[src/rtl/rect_fill_engine.sv]
// rect_fill_engine: rasterises one clipped, filled rectangle per accepted command,
// emitting one pixel per clock in row-major order towards vga_adapter.
module rect_fill_engine #(
  parameter int X_W      = 8,
  parameter int Y_W      = 7,
  parameter int COLOUR_W = 3,
  parameter int SCREEN_W = 160,
  parameter int SCREEN_H = 120
) (
  input  logic                clock,
  input  logic                reset,
  input  logic                cmd_valid,
  output logic                cmd_ready,
  input  logic [X_W-1:0]      cmd_x,
  input  logic [Y_W-1:0]      cmd_y,
  input  logic [X_W-1:0]      cmd_w,
  input  logic [Y_W-1:0]      cmd_h,
  input  logic [COLOUR_W-1:0] cmd_colour,
  output logic [X_W-1:0]      x_out,
  output logic [Y_W-1:0]      y_out,
  output logic [COLOUR_W-1:0] colour_out,
  output logic                plot,
  output logic                busy,
  output logic                done
);

  typedef enum logic [1:0] {
    IDLE = 2'd0,
    DRAW = 2'd1,
    DONE = 2'd2
  } state_t;

  // Screen limits widened by one bit so size arithmetic never wraps.
  localparam logic [X_W:0] SCR_W = (X_W+1)'(SCREEN_W);
  localparam logic [Y_W:0] SCR_H = (Y_W+1)'(SCREEN_H);

  state_t                state;
  logic [X_W-1:0]        cx;
  logic [Y_W-1:0]        cy;
  logic [X_W-1:0]        x0;
  logic [Y_W-1:0]        y0;
  logic [COLOUR_W-1:0]   colour;
  logic [X_W-1:0]        w_last;   // clipped width minus one
  logic [Y_W-1:0]        h_last;   // clipped height minus one

  logic [X_W:0]          room_x;
  logic [Y_W:0]          room_y;
  logic [X_W:0]          clip_w;
  logic [Y_W:0]          clip_h;
  logic                  empty_cmd;

  // Clip the incoming size against the space left between the origin and the screen edge.
  // NOTE: every signal driven here gets a value on every path, so no latch is inferred.
  always_comb begin
    room_x    = SCR_W - {1'b0, cmd_x};
    room_y    = SCR_H - {1'b0, cmd_y};
    clip_w    = ({1'b0, cmd_w} < room_x) ? {1'b0, cmd_w} : room_x;
    clip_h    = ({1'b0, cmd_h} < room_y) ? {1'b0, cmd_h} : room_y;
    empty_cmd = (cmd_w == '0) || (cmd_h == '0) ||
                ({1'b0, cmd_x} >= SCR_W) || ({1'b0, cmd_y} >= SCR_H);
  end

  // Command FSM and raster counters.
  // NOTE: sequential state uses non-blocking assignments so every register samples pre-edge values.
  always_ff @(posedge clock) begin
    if (reset) begin
      state  <= IDLE;
      cx     <= '0;
      cy     <= '0;
      x0     <= '0;
      y0     <= '0;
      colour <= '0;
      w_last <= '0;
      h_last <= '0;
    end else begin
      case (state)
        IDLE: begin
          if (cmd_valid) begin
            x0     <= cmd_x;
            y0     <= cmd_y;
            colour <= cmd_colour;
            w_last <= X_W'(clip_w - 1'b1);
            h_last <= Y_W'(clip_h - 1'b1);
            state  <= empty_cmd ? DONE : DRAW;
          end
        end
        DRAW: begin
          if (cx == w_last) begin
            cx <= '0;
            if (cy == h_last) begin
              cy    <= '0;
              state <= DONE;
            end else begin
              cy <= cy + 1'b1;
            end
          end else begin
            cx <= cx + 1'b1;
          end
        end
        DONE:    state <= IDLE;
        default: state <= IDLE;
      endcase
    end
  end

  // Output decodes; reset forces every output low immediately, including mid-DRAW.
  // Counters are zero outside DRAW, so x0+cx / y0+cy hold the last origin there.
  assign cmd_ready  = !reset && (state == IDLE);
  assign plot       = !reset && (state == DRAW);
  assign busy       = !reset && ((state == DRAW) || (state == DONE));
  assign done       = !reset && (state == DONE);
  assign x_out      = reset ? '0 : x0 + cx;
  assign y_out      = reset ? '0 : y0 + cy;
  assign colour_out = reset ? '0 : colour;

endmodule

[config.mk]
export PLATFORM = sky130hd
export DESIGN_NAME = rect_fill_engine
export DESIGN_NICKNAME = d
export VERILOG_FILES = /design/src/rtl/rect_fill_engine.sv
export SDC_FILE = /design/constraint.sdc
export NUM_CORES = 1
export LEC_CHECK = 0
export CORE_UTILIZATION = 46
export CTS_CLUSTER_DIAMETER = 40
export DETAILED_ROUTE_END_ITERATION = 10
export PLACE_DENSITY_LB_ADDON = 0.25
export SETUP_SLACK_MARGIN = 0.5
export SYNTH_ARGS = -nofsm -noshare
export SYNTH_HDL_FRONTEND = slang
export SYNTH_SLANG_ARGS = --single-unit
[constraint.sdc]
create_clock -name clock -period 7.1 [get_ports clock]
set_clock_uncertainty 0.2 [all_clocks]
set_input_delay 2.13 -clock clock [delete_from_list [all_inputs] [get_ports clock]]
set_output_delay 2.13 -clock clock [all_outputs]
set_load 0.03 [all_outputs]
## Yosys cells after proc, flatten, opt, wreduce, memory -nomap -nowiden

Index checks and enable logic that the tools add are counted.

- Add/subtract/negate cells: 8
- Multipliers: 0
- Div/mod/pow operators: 0
- $lt $le $gt $ge: 4
- Equality and inequality tests: 7
- Shift operators: 0
- Mux-type cells: 12
- Bitwise gates (word level): 0
- Reductions and logical operators: 15

Operators with widths:

| operator | number |
|---|---|
| $mux W8 | 3 |
| $mux W7 | 3 |
| $lt A8 B9 Y1 | 1 |
| $sub A8 B8 Y9 const A | 1 |
| $add A8 B1 Y8 const B | 1 |
| $add A8 B8 Y8 | 1 |
| $eq A8 B8 Y1 | 1 |
| $ge A8 B8 Y1 const B | 1 |
| $logic_not A8 Y1 | 1 |
| $lt A7 B8 Y1 | 1 |
| $mux W2 | 4 |
| $sub A7 B7 Y8 const A | 1 |
| $sub A8 B1 Y8 const B | 1 |
| $add A7 B1 Y7 const B | 1 |
| $add A7 B7 Y7 | 1 |
| $eq A7 B7 Y1 | 1 |
| $ge A7 B7 Y1 const B | 1 |
| $logic_not A7 Y1 | 1 |
| $sub A7 B1 Y7 const B | 1 |
| $ne A2 B2 Y1 const B | 3 |
| $logic_and A1 B1 Y1 | 4 |
| $logic_or A1 B1 Y1 | 4 |
| $pmux W2 S2 | 1 |
| $reduce_and A2 Y1 | 2 |
| 6 further kinds | 6 |

- Register bits after elaboration: 50
- Latch bits: 0
- Memory bits (writable): 0
- Memory bits (read-only): 0
- Input bits: 36
- Output and inout bits: 22
- Logic and storage cells: 54
- Memories kept: 0

## Depth between registers and ports, before layout

- Depth after elaboration: 7
- Mapped depth: 19
- Mapped depth without buffers: 18

## Worst setup path before layout

OpenSTA, ideal clock, no wires.

- Kind: in2reg
- Start: input cmd_x[0]
- End: register w_last[4]
- Library setup time: 0.116 ns
- Data arrival time: 5.604 ns
- Required time: 6.784 ns
- Slack: 1.179 ns
- Stages on the path: 18
- Buffers on the path: 1
- Path through: or3_1 -> buf_2 -> or3_4 -> a21oi_1 -> xnor2_1 -> ha_1 -> inv_1 -> o21ai_0 -> a31oi_1 -> nor2_8 -> mux2i_1 -> ha_1 -> nor2b_1 -> nand2b_1 -> xor2_1 -> o21ai_0 -> o311a_1 -> a31o_2

- Word-level cells in the longest chain between the ends: 4

Ends and longest elaborated chain:

| what | RTL line | source |
|---|---|---|
| from (decl) | 14 | `input logic [X_W-1:0] cmd_x,` |
| $sub A8 B8 Y9 (*) | 55 | `room_x = SCR_W - {1'b0, cmd_x};` |
| $lt A8 B9 Y1 | 57 | `clip_w = ({1'b0, cmd_w} < room_x) ? {1'b0, cmd_w} : room_x;` |
| $mux W8 (*) | 57 |  |
| $sub A8 B1 Y8 (*) | 82 | `w_last <= X_W'(clip_w - 1'b1);` |
| to (signal assigned) | 82 |  |
| to (decl) | 43 | `logic [X_W-1:0] w_last;` |

Every way passes the cells marked *; elsewhere a longest branch is shown, timed or not.
A chain may end at the register's enable or synchronous reset.

## Final worst setup path

Same ends and word-level chain as after synthesis.

==> metrics.md <==
| Metric | Value |
|---|---|
| Status | `finished clean` |
| CP Launch Type | `input pin` |
| Placement Rows | `33` |
| Data arrival, critical path | `6.30 ns` |
| Least-Margin Pin Slew | `0.699 ns` |
| Met1 usage | `30.2%` |
| Synth warnings | `0` |
| Endpoints failing setup | `0` |
| GRT overflow | `0` |
| Total GRT Usage | `21.3%` |
| CP top delay family | `simple AND/OR/NAND/NOR gates` |
| Combinational Power Share | `34.4%` |
| Pre-antenna DRT Iters | `4` |
| Reg clk slew, reported paths | `0.09 ns` |
| Clock sinks | `50` |
| Via density | `5.43` |
| Mean routed wirelength per cell | `13.9 um` |
| Reg-to-Reg Start | `state[1]` |
| Initial antenna violation count | `0` |
| Number of DRC markers in iteration 0 | `109` |
| N_diodes | `0` |
| Final net count | `610` |
| CTS buffer count | `5` |
| # H-tree levels | `2` |
| Layout area overhead | `19.4%` |
| Asr flop ratio synth | `0%` |
| Clock Latency Late Sink | `0.30 ns` |
| Tmin final | `6.29 ns` |
| Most used routing layer | `met2` |
| Part of the power in registers | `40.8%` |
| Hold Violations, Final | `0` |
| Synth top area cells | `dfxtp_1 (26%), ha_1 (11%), xnor2_1 (8.8%)` |
| Routability congestion estimate | `0.943` |
| Syn nets | `564` |
| Pint | `0.531 mW` |
| WS Path Type | `in -> reg` |
| Critical path capture point type | `flop` |
| Yosys top cell area share | `25.8%` |
| Reg2reg setup slack | `4.40 ns` |
| PD cells | `172 nW/um^2` |
| Port Buf Inserts | `57` |
| # Post-CTS Setup Buffers | `0` |
| Post-synthesis sequential area ratio | `25.8%` |
| Hold WC Path Type | `reg -> reg` |
| Fin crit share | `88.7%` |
| Leakage power | `1.88 nW` |
| Die Y | `93.8 um` |
| Worst path max stage delay | `0.52 ns` |
| Core Util, Final | `56.6%` |
| Root buf cell | `clkbuf_8` |
| WP buf/inv | `2` |
| Crit path cell chain | `clkdlybuf4s50_1 -> inv_1 -> ha_1 -> or4b_4 -> nand2_1 -> xor2_1 -> ha_1 -> o21ai_0 -> a21oi_1 -> o22ai_2 -> nor2_8 -> mux2i_1 -> ha_1 -> nor2b_1 -> nand2b_1 -> xor2_1 -> o21ai_0 -> o311a_1 -> a31o_2` |
| Yosys reg bits | `50` |
| VDD IR max | `0.0786 mV` |
| RR Endpoint | `cy[6]` |
| Core ar. | `8180 um^2` |
| Highest net fanout along the worst path | `8` |
| Final wirelength | `8.96 mm` |
| Vias in the first global route | `3,261` |
| Synth top cells by count | `nand2_1 (61), dfxtp_1 (50), a21oi_1 (39), xnor2_1 (39), ha_1 (35)` |
| Count leader, synth | `nand2_1` |
| # DRC | `0` |
| Switch Pwr | `0.267 mW` |
| Die outline area | `8790 um^2` |
| Routed Antenna Nets | `0` |
| Largest net degree at the start of global routing | `36` |
| EDFF count, synth | `0` |
| Syn_area_per_cell | `7.89 um^2` |
| CP max-delay cell | `or4b_4` |
| Synth Cell Area | `3870 um^2` |
| Synth area leader | `dfxtp_1` |
| Longest Clk Path Bufs | `2` |
| Die X | `93.8 um` |
| Most used flip-flop cell after synthesis | `dfxtp_1` |
| WP data required | `7.11 ns` |
| Setup_tns | `0 ns` |
| Vias | `3,494` |
| Sw frac | `33.4%` |
| First-pass GRT wire length | `15.2 mm` |
| Fmax achieved | `159 MHz` |
| Hold Buf Count CTS | `0` |
| Cts repair resizes | `0` |
| R2R cell count | `8` |
| Met3 GRT Util | `2.10%` |
| CP Capture Point | `w_last[4]` |
| CP dominant cell by count | `ha_1` |
| Io pins | `58` |
| Post-Syn Instances | `491` |
| RSZ-0062 raised after global routing | `false` |
| Fin. max-slew vios | `0` |
| Relative slew slack | `53.1%` |
| Final instance area | `4630 um^2` |
| Share of layout cells above drive strength 1 | `5.02%` |
| Critical path depth | `19` |
| Total power | `0.797 mW` |
| Clock network fraction of total power | `24.8%` |
| CTS tree | `done` |
| Max-Cap Viols | `0` |
| Initial core utilization | `47.4%` |
| Post-DP HPWL | `7.04 mm` |
| Crit path launch | `cmd_x[0]` |
| GRT met2 Usage | `34.2%` |
| DP Area | `4520 um^2` |
| Unique masters post-synth | `52` |
power groups by stage:
stage	combinational [mW]	clock, mW	sequential [mW]
2_1_floorplan	0.191	0	0.326
3_3_place_gp	0.268	0	0.331
5_1_grt	0.303	0.213	0.329
6_report	0.275	0.197	0.325
3_5_place_dp	0.273	0	0.332
4_1_cts	0.275	0.201	0.325
sequential cells by signal, summed over array words and instances, names as in the netlist:
register / count
cx: 8
colour: 3
cy: 7
y0: 7
state: 2
h_last: 7
x0: 8
w_last: 8
layer usage:
metal  wire (um)  vias to the layer above
met3         210                       12
met5           0                        -
li1            -                     1804
met2        4100                       54
met1        4520                     1624
met4         127                        0
area by class of cell:
cell class              instances  area, um^2
clock inverters                 2        37.5
clock buffers                   6        72.6
well taps                     105         131
fillers                       761        3550
multi-input cells             400        2710
repair buffers                 62         603
inverters                      18        67.6
flip-flops and latches         50        1000
worst register-to-register path, delay by kind of cell (launching register included):
kind                       cells  cell delay [ns]
and+or+nand+nor                3             1.11
buffers and inverters          3             0.51
adders and majority gates      1             0.35
DFF                            1             0.32
AOI/OAI and AO/OA              1             0.14
placed cells by master (no fill, tap or decap), types with 2 or more instances in the layout:
cell and n:
nand2_1 61, clkdlybuf4s50_1 56, dfxtp_1 50, a21oi_1 39, xnor2_1 39, ha_1 35
nor2_1 34, xor2_1 29, o21ai_0 20, nor3_1 20, inv_1 18, nor2b_1 14
nand4_1 12, nand3_1 12, and3_1 9, a21o_1 8, a211oi_1 5, nand2b_1 5
clkbuf_8 5, buf_4 5, mux2i_1 4, o31ai_1 4, o21a_1 3, or2_2 3
or3_1 3, o21bai_1 3, and2_1 3, nor3b_1 3, nand3b_1 3, o2111ai_1 2
a32oi_1 2, a211o_1 2, a31o_2 2, o221a_2 2, fa_1 2
per-stage QoR:
step | hold slack [ns] | setup WS (ns) | cells
6_report | 0.258 | 0.805 | 643
2_1_floorplan | 0.232 | 1.18 | 491
3_3_place_gp | 0.240 | 0.691 | 635
4_1_cts | 0.261 | 0.848 | 643
3_5_place_dp | 0.249 | 0.534 | 635
5_1_grt | 0.277 | 0.500 | 643
worst min-delay path by stage:
stage               startpoint        end  slack (ns)  cells past startpoint
CTS                  colour[1]  colour[1]        0.26                      2
finish               colour[0]  colour[0]        0.26                      2
detailed placement   colour[1]  colour[1]        0.25                      2
global route             x0[6]      x0[6]        0.28                      2
floorplan            colour[0]  colour[0]        0.23                      2
global placement     colour[1]  colour[1]        0.24                      2
cells by family after synthesis:
| logic type | after synthesis | share of synthesized area [%] |
|---|---|---|
| adder cells (fa/ha/maj) | 37 | 12.3 |
| multiplexers | 4 | 1.03 |
| AO/OA/AOI/OAI | 101 | 16.7 |
| AND/OR/NAND/NOR | 190 | 24.6 |
| buffers and inverters | 41 | 4.10 |
| flip-flops | 50 | 25.8 |
| XOR/XNOR | 68 | 15.4 |
No activity file was read; power rests on OpenSTA's default activity.
